### src/rtl/tlb_pkg.sv
// Shared types and constants for the joint-TLB arbiter/sequencer.
package tlb_pkg;

   typedef enum logic [1:0] {
      TLBP  = 2'b00,
      TLBR  = 2'b01,
      TLBWI = 2'b10,
      TLBWR = 2'b11
   } op_e;

   localparam logic [1:0] REF_FETCH = 2'b00;
   localparam logic [1:0] REF_LOAD  = 2'b01;
   localparam logic [1:0] REF_STORE = 2'b10;

   localparam logic [1:0] EXC_NONE    = 2'b00;
   localparam logic [1:0] EXC_REFILL  = 2'b01;
   localparam logic [1:0] EXC_INVALID = 2'b10;
   localparam logic [1:0] EXC_MOD     = 2'b11;

   typedef enum logic [1:0] {
      RUN     = 2'b00,
      DRAIN   = 2'b01,
      OP_EXEC = 2'b10,
      OP_DONE = 2'b11
   } state_e;

   typedef enum logic {
      OWN_I = 1'b0,
      OWN_D = 1'b1
   } owner_e;

   // Refill beats invalid beats modified; modified only matters for stores.
   function automatic logic [1:0] exc_code(input logic [1:0] reftype,
                                           input logic       refill,
                                           input logic       invalid,
                                           input logic       modified);
      if (refill)
         return EXC_REFILL;
      else if (invalid)
         return EXC_INVALID;
      else if (modified && (reftype == REF_STORE))
         return EXC_MOD;
      else
         return EXC_NONE;
   endfunction

endpackage

### src/rtl/tlb_req_arb.sv
// Fetch/data grant for the shared TLB lookup port. Data normally wins;
// a starve counter lets fetch through after STARVE_LIMIT data grants.
// STARVE_LIMIT must be at least 1.
module tlb_req_arb #(
   parameter int STARVE_LIMIT = 3
) (
   input  logic clk,
   input  logic rst,
   input  logic i_req,
   input  logic d_req,
   input  logic block,
   output logic i_ack,
   output logic d_ack
);

   localparam int SC_W = $clog2(STARVE_LIMIT + 1);

   logic [SC_W-1:0] sc;
   logic            starved;

   assign starved = (sc == SC_W'(STARVE_LIMIT));

   // Grant decision, combinational from the requests and the counter
   always_comb begin
      i_ack = 1'b0;
      d_ack = 1'b0;
      if (!block) begin
         if (d_req && !(i_req && starved))
            d_ack = 1'b1;
         else if (i_req)
            i_ack = 1'b1;
      end
   end

   // Starve counter: counts data grants taken while fetch is waiting
   always_ff @(posedge clk or posedge rst) begin
      if (rst)
         sc <= '0;
      else if (!i_req || i_ack)
         sc <= '0;
      else if (d_ack)
         sc <= sc + 1'b1;
   end

endmodule

### src/rtl/tlb_ctrl.sv
// Arbiter and sequencer for the single-port joint TLB: two-stage lookup
// pipeline shared by fetch and data, plus CP0 maintenance op sequencing.
//
// state   | meaning
// RUN     | lookups granted; op_valid blocks grants and starts an op
// DRAIN   | one cycle, last granted lookup leaves stage 1
// OP_EXEC | TLB driven for the op (write pulse / read index / probe)
// OP_DONE | op_done pulse, TLB read data stable for CP0
module tlb_ctrl
   import tlb_pkg::*;
#(
   parameter int NENTRY       = 32,
   parameter int IDX_W        = 5,
   parameter int STARVE_LIMIT = 3
) (
   input  logic             clk,
   input  logic             rst,
   input  logic             i_req,
   input  logic [31:0]      i_vaddr,
   output logic             i_ack,
   output logic             i_rvalid,
   output logic [31:0]      i_paddr,
   output logic [1:0]       i_exc,
   input  logic             d_req,
   input  logic [31:0]      d_vaddr,
   input  logic             d_store,
   output logic             d_ack,
   output logic             d_rvalid,
   output logic [31:0]      d_paddr,
   output logic [1:0]       d_exc,
   input  logic             op_valid,
   input  logic [1:0]       op_code,
   input  logic [IDX_W-1:0] op_index,
   input  logic [IDX_W-1:0] op_random,
   input  logic [31:0]      op_entryhi,
   output logic             op_done,
   output logic [31:0]      probe_result,
   output logic [31:0]      tlb_vaddr,
   output logic [1:0]       tlb_reftype,
   input  logic [31:0]      tlb_paddr,
   input  logic             tlb_refill,
   input  logic             tlb_invalid,
   input  logic             tlb_modified,
   input  logic [IDX_W-1:0] tlb_hit_idx,
   output logic             tlb_we,
   output logic [IDX_W-1:0] tlb_idx
);

   // Index field of the probe result is sized from the entry count;
   // IDX_W has to agree with it for the result to be 32 bits wide.
   localparam int IDX_BITS = (NENTRY > 1) ? $clog2(NENTRY) : 1;

   state_e     state, state_nxt;
   op_e        op;
   logic       block;
   logic       s1_valid;
   owner_e     s1_owner;
   logic [1:0] lk_exc;

   assign op     = op_e'(op_code);
   assign lk_exc = exc_code(tlb_reftype, tlb_refill, tlb_invalid, tlb_modified);

   tlb_req_arb #(
      .STARVE_LIMIT(STARVE_LIMIT)
   ) u_arb (
      .clk  (clk),
      .rst  (rst),
      .i_req(i_req),
      .d_req(d_req),
      .block(block),
      .i_ack(i_ack),
      .d_ack(d_ack)
   );

   // State register
   always_ff @(posedge clk or posedge rst) begin
      if (rst)
         state <= RUN;
      else
         state <= state_nxt;
   end

   // Next-state logic
   always_comb begin
      state_nxt = state;
      case (state)
         RUN:     if (op_valid) state_nxt = DRAIN;
         DRAIN:   state_nxt = OP_EXEC;
         OP_EXEC: state_nxt = OP_DONE;
         OP_DONE: state_nxt = RUN;
         default: state_nxt = RUN;
      endcase
   end

   // FSM outputs: grant blocking and the completion pulse
   always_comb begin
      block   = 1'b1;
      op_done = 1'b0;
      case (state)
         RUN:     block = op_valid;
         OP_DONE: op_done = 1'b1;
         default: ;
      endcase
   end

   // Stage 1: granted lookup, or op set-up at the end of DRAIN so that
   // tlb_we/tlb_idx/tlb_vaddr are registered and valid during OP_EXEC
   always_ff @(posedge clk or posedge rst) begin
      if (rst) begin
         s1_valid    <= 1'b0;
         s1_owner    <= OWN_I;
         tlb_vaddr   <= '0;
         tlb_reftype <= REF_FETCH;
         tlb_we      <= 1'b0;
         tlb_idx     <= '0;
      end else begin
         tlb_we   <= 1'b0;
         s1_valid <= i_ack | d_ack;
         if (i_ack) begin
            tlb_vaddr   <= i_vaddr;
            tlb_reftype <= REF_FETCH;
            s1_owner    <= OWN_I;
         end else if (d_ack) begin
            tlb_vaddr   <= d_vaddr;
            tlb_reftype <= d_store ? REF_STORE : REF_LOAD;
            s1_owner    <= OWN_D;
         end else if (state == DRAIN) begin
            tlb_idx <= (op == TLBWR) ? op_random : op_index;
            tlb_we  <= (op == TLBWI) || (op == TLBWR);
            if (op == TLBP) begin
               tlb_vaddr   <= op_entryhi;
               tlb_reftype <= REF_LOAD;
            end
         end
      end
   end

   // Stage 2: route the TLB response to its owner and pulse rvalid
   always_ff @(posedge clk or posedge rst) begin
      if (rst) begin
         i_rvalid <= 1'b0;
         d_rvalid <= 1'b0;
         i_paddr  <= '0;
         d_paddr  <= '0;
         i_exc    <= EXC_NONE;
         d_exc    <= EXC_NONE;
      end else begin
         i_rvalid <= s1_valid && (s1_owner == OWN_I);
         d_rvalid <= s1_valid && (s1_owner == OWN_D);
         if (s1_valid) begin
            if (s1_owner == OWN_I) begin
               i_paddr <= tlb_paddr;
               i_exc   <= lk_exc;
            end else begin
               d_paddr <= tlb_paddr;
               d_exc   <= lk_exc;
            end
         end
      end
   end

   // Probe result captured during OP_EXEC of a TLBP, held until the next one
   always_ff @(posedge clk or posedge rst) begin
      if (rst)
         probe_result <= '0;
      else if ((state == OP_EXEC) && (op == TLBP))
         probe_result <= {tlb_refill, {(31 - IDX_BITS){1'b0}}, tlb_hit_idx};
   end

endmodule

### config.mk
export PLATFORM = sky130hd
export DESIGN_NAME = tlb_ctrl
export DESIGN_NICKNAME = d
export VERILOG_FILES = /design/src/rtl/tlb_pkg.sv /design/src/rtl/tlb_req_arb.sv /design/src/rtl/tlb_ctrl.sv
export SDC_FILE = /design/constraint.sdc
export NUM_CORES = 1
export LEC_CHECK = 0
export ABC_AREA = 1
export BUFFER_PORTS_ARGS = -buffer_cell sky130_fd_sc_hd__buf_4
export CORE_MARGIN = 2
export CORE_UTILIZATION = 47
export DETAILED_ROUTE_END_ITERATION = 12
export PLACE_DENSITY = 0.81
export SLEW_MARGIN = 30
export SYNTH_ARGS = -nofsm -noshare
export SYNTH_HDL_FRONTEND = slang
export SYNTH_SLANG_ARGS = --single-unit
### constraint.sdc
create_clock -name clk -period 4.45 [get_ports clk]
set_clock_uncertainty 0.1 [all_clocks]
set_input_delay 0.2225 -clock clk [delete_from_list [all_inputs] [get_ports clk]]
set_output_delay 0.2225 -clock clk [all_outputs]
set_load 0.02 [all_outputs]
### Word-level counts from Yosys, hierarchy flattened

Cells that the tools add are included.

| storage, ports and cells | value |
|---|---|
| flip-flop bits (word level) | 122 |
| latch bits | 0 |
| memory bits (writable) | 0 |
| ROM bits | 0 |
| output and inout bits | 145 |
| word-level logic and storage cells | 77 |
| memories | 0 |

| operators by class | value |
|---|---|
| add/sub/neg operators | 1 |
| multiply operators | 0 |
| divide/modulo/power cells | 0 |
| magnitude comparators | 0 |
| eq/ne operators | 8 |
| shifts and indexed selects | 0 |
| multiplexer cells | 29 |
| bitwise logic cells | 4 |
| reduce and logical (&&, ||, !) cells | 20 |

Operators by type and width:

| operator | count |
|---|---|
| two-way mux 32 bit | 4 |
| two-way mux 2 bit | 11 |
| == test 2 bit (second input constant) | 6 |
| two-way mux 1 bit | 12 |
| one-hot mux 2 bit (4 select lines) | 1 |
| logical AND 1 bit | 6 |
| AND reduction 2 bit | 3 |
| nonzero test 3 bit | 2 |
| two-way mux 5 bit | 1 |
| logical NOT 2 bit | 2 |
| nonzero test 2 bit | 2 |
| NOT 1 bit | 3 |
| AND reduction 3 bit | 1 |
| adder 2 x 1 -> 2 bit (second input constant) | 1 |
| == test 2 x 1 -> 1 bit (second input constant) | 1 |
| logical NOT 1 bit | 2 |
| logical OR 1 bit | 2 |
| != test 2 bit (second input constant) | 1 |
| bitwise OR 1 bit | 1 |

### Logic depth before layout (Yosys ltp)

| logic depth | value |
|---|---|
| word-level depth | 8 |
| depth in mapped cells | 10 |

### Cells and area by module

Synthesis repeated with hierarchy kept, for this count alone.

| second synthesis, totals | value |
|---|---|
| cells, all modules | 692 |
| area total of the unflattened synthesis | 5830.6 sq um |

Modules (own cells, without submodules):

| module | times used | cells an instance | area an instance (sq um) | seq. area each (sq um) |
|---|---|---|---|---|
| tlb_ctrl | 1 | 672 | 5694.2 | 3002.9 |
| tlb_req_arb | 1 | 20 | 136.4 | 50.0 |

### Least setup slack after synthesis

Ideal clock, no wire load.

| timing | value |
|---|---|
| path type | register -> output |
| start | register state[0] |
| end | output port i_ack |
| arrival | 1.455 ns |
| required time | 4.128 ns |
| setup slack | 2.672 ns |
| cell stages (with the launch flop) | 8 |
| cells stage by stage | dfrtp_1 inv_1 ha_1 nand3_4 clkinv_4 nand2_4 buf_2 inv_1 |

| on the way | value |
|---|---|
| longest elaborated chain between the ends | 3 |

RTL lines:

| item | line | RTL |
|---|---|---|
| start: declaration | tlb_ctrl.sv:53 | `state_e state, state_nxt;` |
| start signal: assignment | tlb_ctrl.sv:80 | `state <= state_nxt;` |
| logical NOT 2 bit | tlb_ctrl.sv:99 | `case (state)` |
| two-way mux 1 bit | tlb_ctrl.sv:99 |  |
| two-way mux 1 bit | tlb_req_arb.sv:27 | `if (!block) begin` |
| end: declaration | tlb_ctrl.sv:20 | `output logic i_ack,` |

No other way between the ends.

### Worst setup path in the final report

Same ends and word-level chain as after synthesis.

==> qor.txt <==
sequential power share -> 0.314
die area -> 0.0140 mm²
Finished Layout Cells -> 1218
drt pass-1 iters -> 5
post-synthesis cell count -> 732
postcts setup bufs -> 0
routability cong. -> 0.857
final net count -> 1193
r2r endpoint -> tlb_vaddr[23]
Detailed Route WL -> 17900 µm
Clk Latency, worst-skew pair -> 0.41 ns
dpl cells -> 1140
Area growth, synth to finish -> 49.6%
R2R cell count -> 8
share of the synthesized area in the top cell type -> 0.498
gr usage total -> 0.257
vias in the first global route -> 5748
crit path from -> state[0]
number of nets still failing antenna checks after routing -> 0
Mapped Area -> 0.00612 mm²
top post-synthesis cells by area -> dfrtp_1, nand2_1, o21ai_0, nand3_1, inv_1
total core area -> 0.0127 mm²
HPWL Detailed -> 11800 µm
CP delay by family, top -> buffers and inverters
Residual DRC -> 0
reg-to-reg critical path startpoint -> state[1]
post-synthesis register bit count -> 122
Clock transition at path regs -> 0.06 ns
CTS Buf Count -> 17
vias after detailed routing -> 5854
Placement Rows -> 41
Setup CP Type -> register to output pin
chain of cells forming the critical path -> inv_1, ha_1, nand3_4, clkinv_4, nand2_4, inv_1, buf_4
die height -> 118 µm
leading area contributor after synthesis -> dfrtp_1
Net Sw Frac -> 0.398
Pwr Density -> 684 mW/mm²
Ports -> 299
Worst Setup End Kind -> output pin
Worst IR Drop VDD -> 0.000279 V
most used cell, CP -> inv_1
Port Buf Inserts -> 272
count of cell types in the netlist -> 26
Max-Cap Viols -> 0
worst slew pin tran -> 0.637 ns
Worst Path Arrival -> 2.30 ns
Routed wire per std cell -> 14.7 µm
most common cell after layout, fill and taps aside -> buf_4
CP max FO -> 35
commonest non-fill, non-tap cells in the layout -> buf_4, nand2_1, dfrtp_1
global-route wire length before repair -> 28600 µm
Lkg Pwr -> 5.15 nW
P_sw -> 0.00249 W
Seq/Total Area, Yosys -> 0.498
clock sinks -> 122
startpoint types -> register
largest net degree at the start of global routing -> 68
Logic pwr share -> 0.450
internal power -> 0.00377 W
RSZ-0062 raised after global routing -> false
root buf cell -> clkbuf_16
Ys Warns -> 0
DR vias/cell -> 4.81
maximum clock frequency -> 381 MHz
Multi-input gate area -> 0.00242 mm²
worst path required time -> 4.13 ns
worst hold path type -> input pin to register
H-tree depth -> 4
final period utilization -> 0.590
register area -> 0.00305 mm²
Initial Util -> 0.483
initial antenna violation count -> 1
Setup Viol. Count Final -> 0
CTS tree -> yes
Clock power frac -> 0.236
Slew headroom -> 0.575
Slew Viols, Final -> 0
Filler cells -> 949
Avg Cell Area, Syn -> 8.37 µm²
final hold vios -> 0
CTS Buffer Depth -> 2
hold path depth -> 3
initial drt markers -> 390
Final Critical Period -> 2.63 ns
share of cells above drive strength 1 -> 0.321
CP bufs+invs -> 4
max incr delay on CP -> 0.42 ns
hold wc startpoint -> tlb_paddr[0]
CP max-delay cell -> nand2_4
setup TNS -> 0 ns
Endpoint, Worst Hold -> d_paddr[0]
die width -> 118 µm
total grt overflow -> 0
status -> completed
R2R setup slack -> 2.14 ns
logic make-up (layout without fill, tap and decap cells):
kind of cell    after synthesis  after routing  synth area share
fa+ha+maj                     7              7            0.0143
compound gates               80             80            0.0664
mux                           5              5           0.00919
buf+inv                     144            432             0.123
flops                       122            122             0.498
other cells                   1             27          0.000612
simple gates                373            373             0.288
final cells by class:
class / instances / area share
flip-flops and latches: 122 / 0.333
repair buffers: 321 / 0.275
multi-input cells: 491 / 0.265
clock buffers: 19 / 0.0494
inverters: 79 / 0.0332
well taps: 172 / 0.0235
clock inverters: 13 / 0.0208
diodes: 1 / 0.000273
tightest hold or removal path, stage by stage:
cell and delay [ns]:
buf_4 0.11, inv_1 0.05, o21ai_0 0.09
synth_stat cells:
master / count
buf_1: 4
nor2_1: 7
nand4_4: 1
clkbuf_1: 12
a21oi_1: 2
o21ai_1: 1
conb_1: 1
dfrtp_1: 122
buf_4: 31
nand2_8: 1
nand3_1: 59
nand3_4: 2
ha_1: 7
nand2_4: 3
buf_6: 9
nand2_1: 257
clkinv_4: 1
buf_2: 8
nor2_8: 2
buf_8: 1
nand3b_1: 32
o21ai_0: 72
a31oi_1: 5
nand3_2: 9
inv_1: 78
mux2_2: 5
repair_timing:
action | 4_1_cts | 5_1_grt
gates resized for setup | 0 | 0
endpoints found under the hold margin | 72 | 0
hold buffers | 45 | 0
state kept, by name, indices dropped and copies added (netlist names), 2 cells and up:
register      flops
d_exc             2
probe_result      6
i_exc             2
tlb_vaddr        32
i_paddr          32
u_arb.sc          2
tlb_idx           5
state             2
d_paddr          32
tlb_reftype       2
worst max-delay path by stage:
stage,endpoint,slack [ns],cells past startpoint
after floorplan,d_exc[0],0.88,1
after global placement,tlb_vaddr[23],2.19,8
after detailed placement,tlb_vaddr[23],2.13,8
after CTS,i_ack,1.80,7
after global routing,i_ack,1.63,7
final,i_ack,1.82,7
metal layers:
metal	routed length, µm	global-route usage
met2	9150	0.447
met3	1290	0.0729
met1	7020	0.299
met4	427	0.103
met5	0	0
power by group through the flow:
stage               Combinational (W)  Sequential (W)  Clock [W]
floorplan                    0.000988         0.00254          0
global placement              0.00268         0.00193          0
detailed placement            0.00273         0.00196          0
CTS                           0.00282         0.00195    0.00150
global route                  0.00306         0.00202    0.00156
finish                        0.00282         0.00196    0.00148
through the flow:
step	instance area, µm²	utilization	hold WS (ns)	setup WS, ns	total power, W
2_1_floorplan	6220	-	0.235	0.885	0.00353
3_3_place_gp	8060	0.636	0.0923	2.19	0.00462
3_5_place_dp	8070	0.637	0.0924	2.13	0.00469
4_1_cts	9160	0.723	0.000850	1.80	0.00628
5_1_grt	9170	0.723	0.0133	1.63	0.00665
6_report	9170	0.723	0.0154	1.82	0.00627
Power figures use the tool's default switching activity.
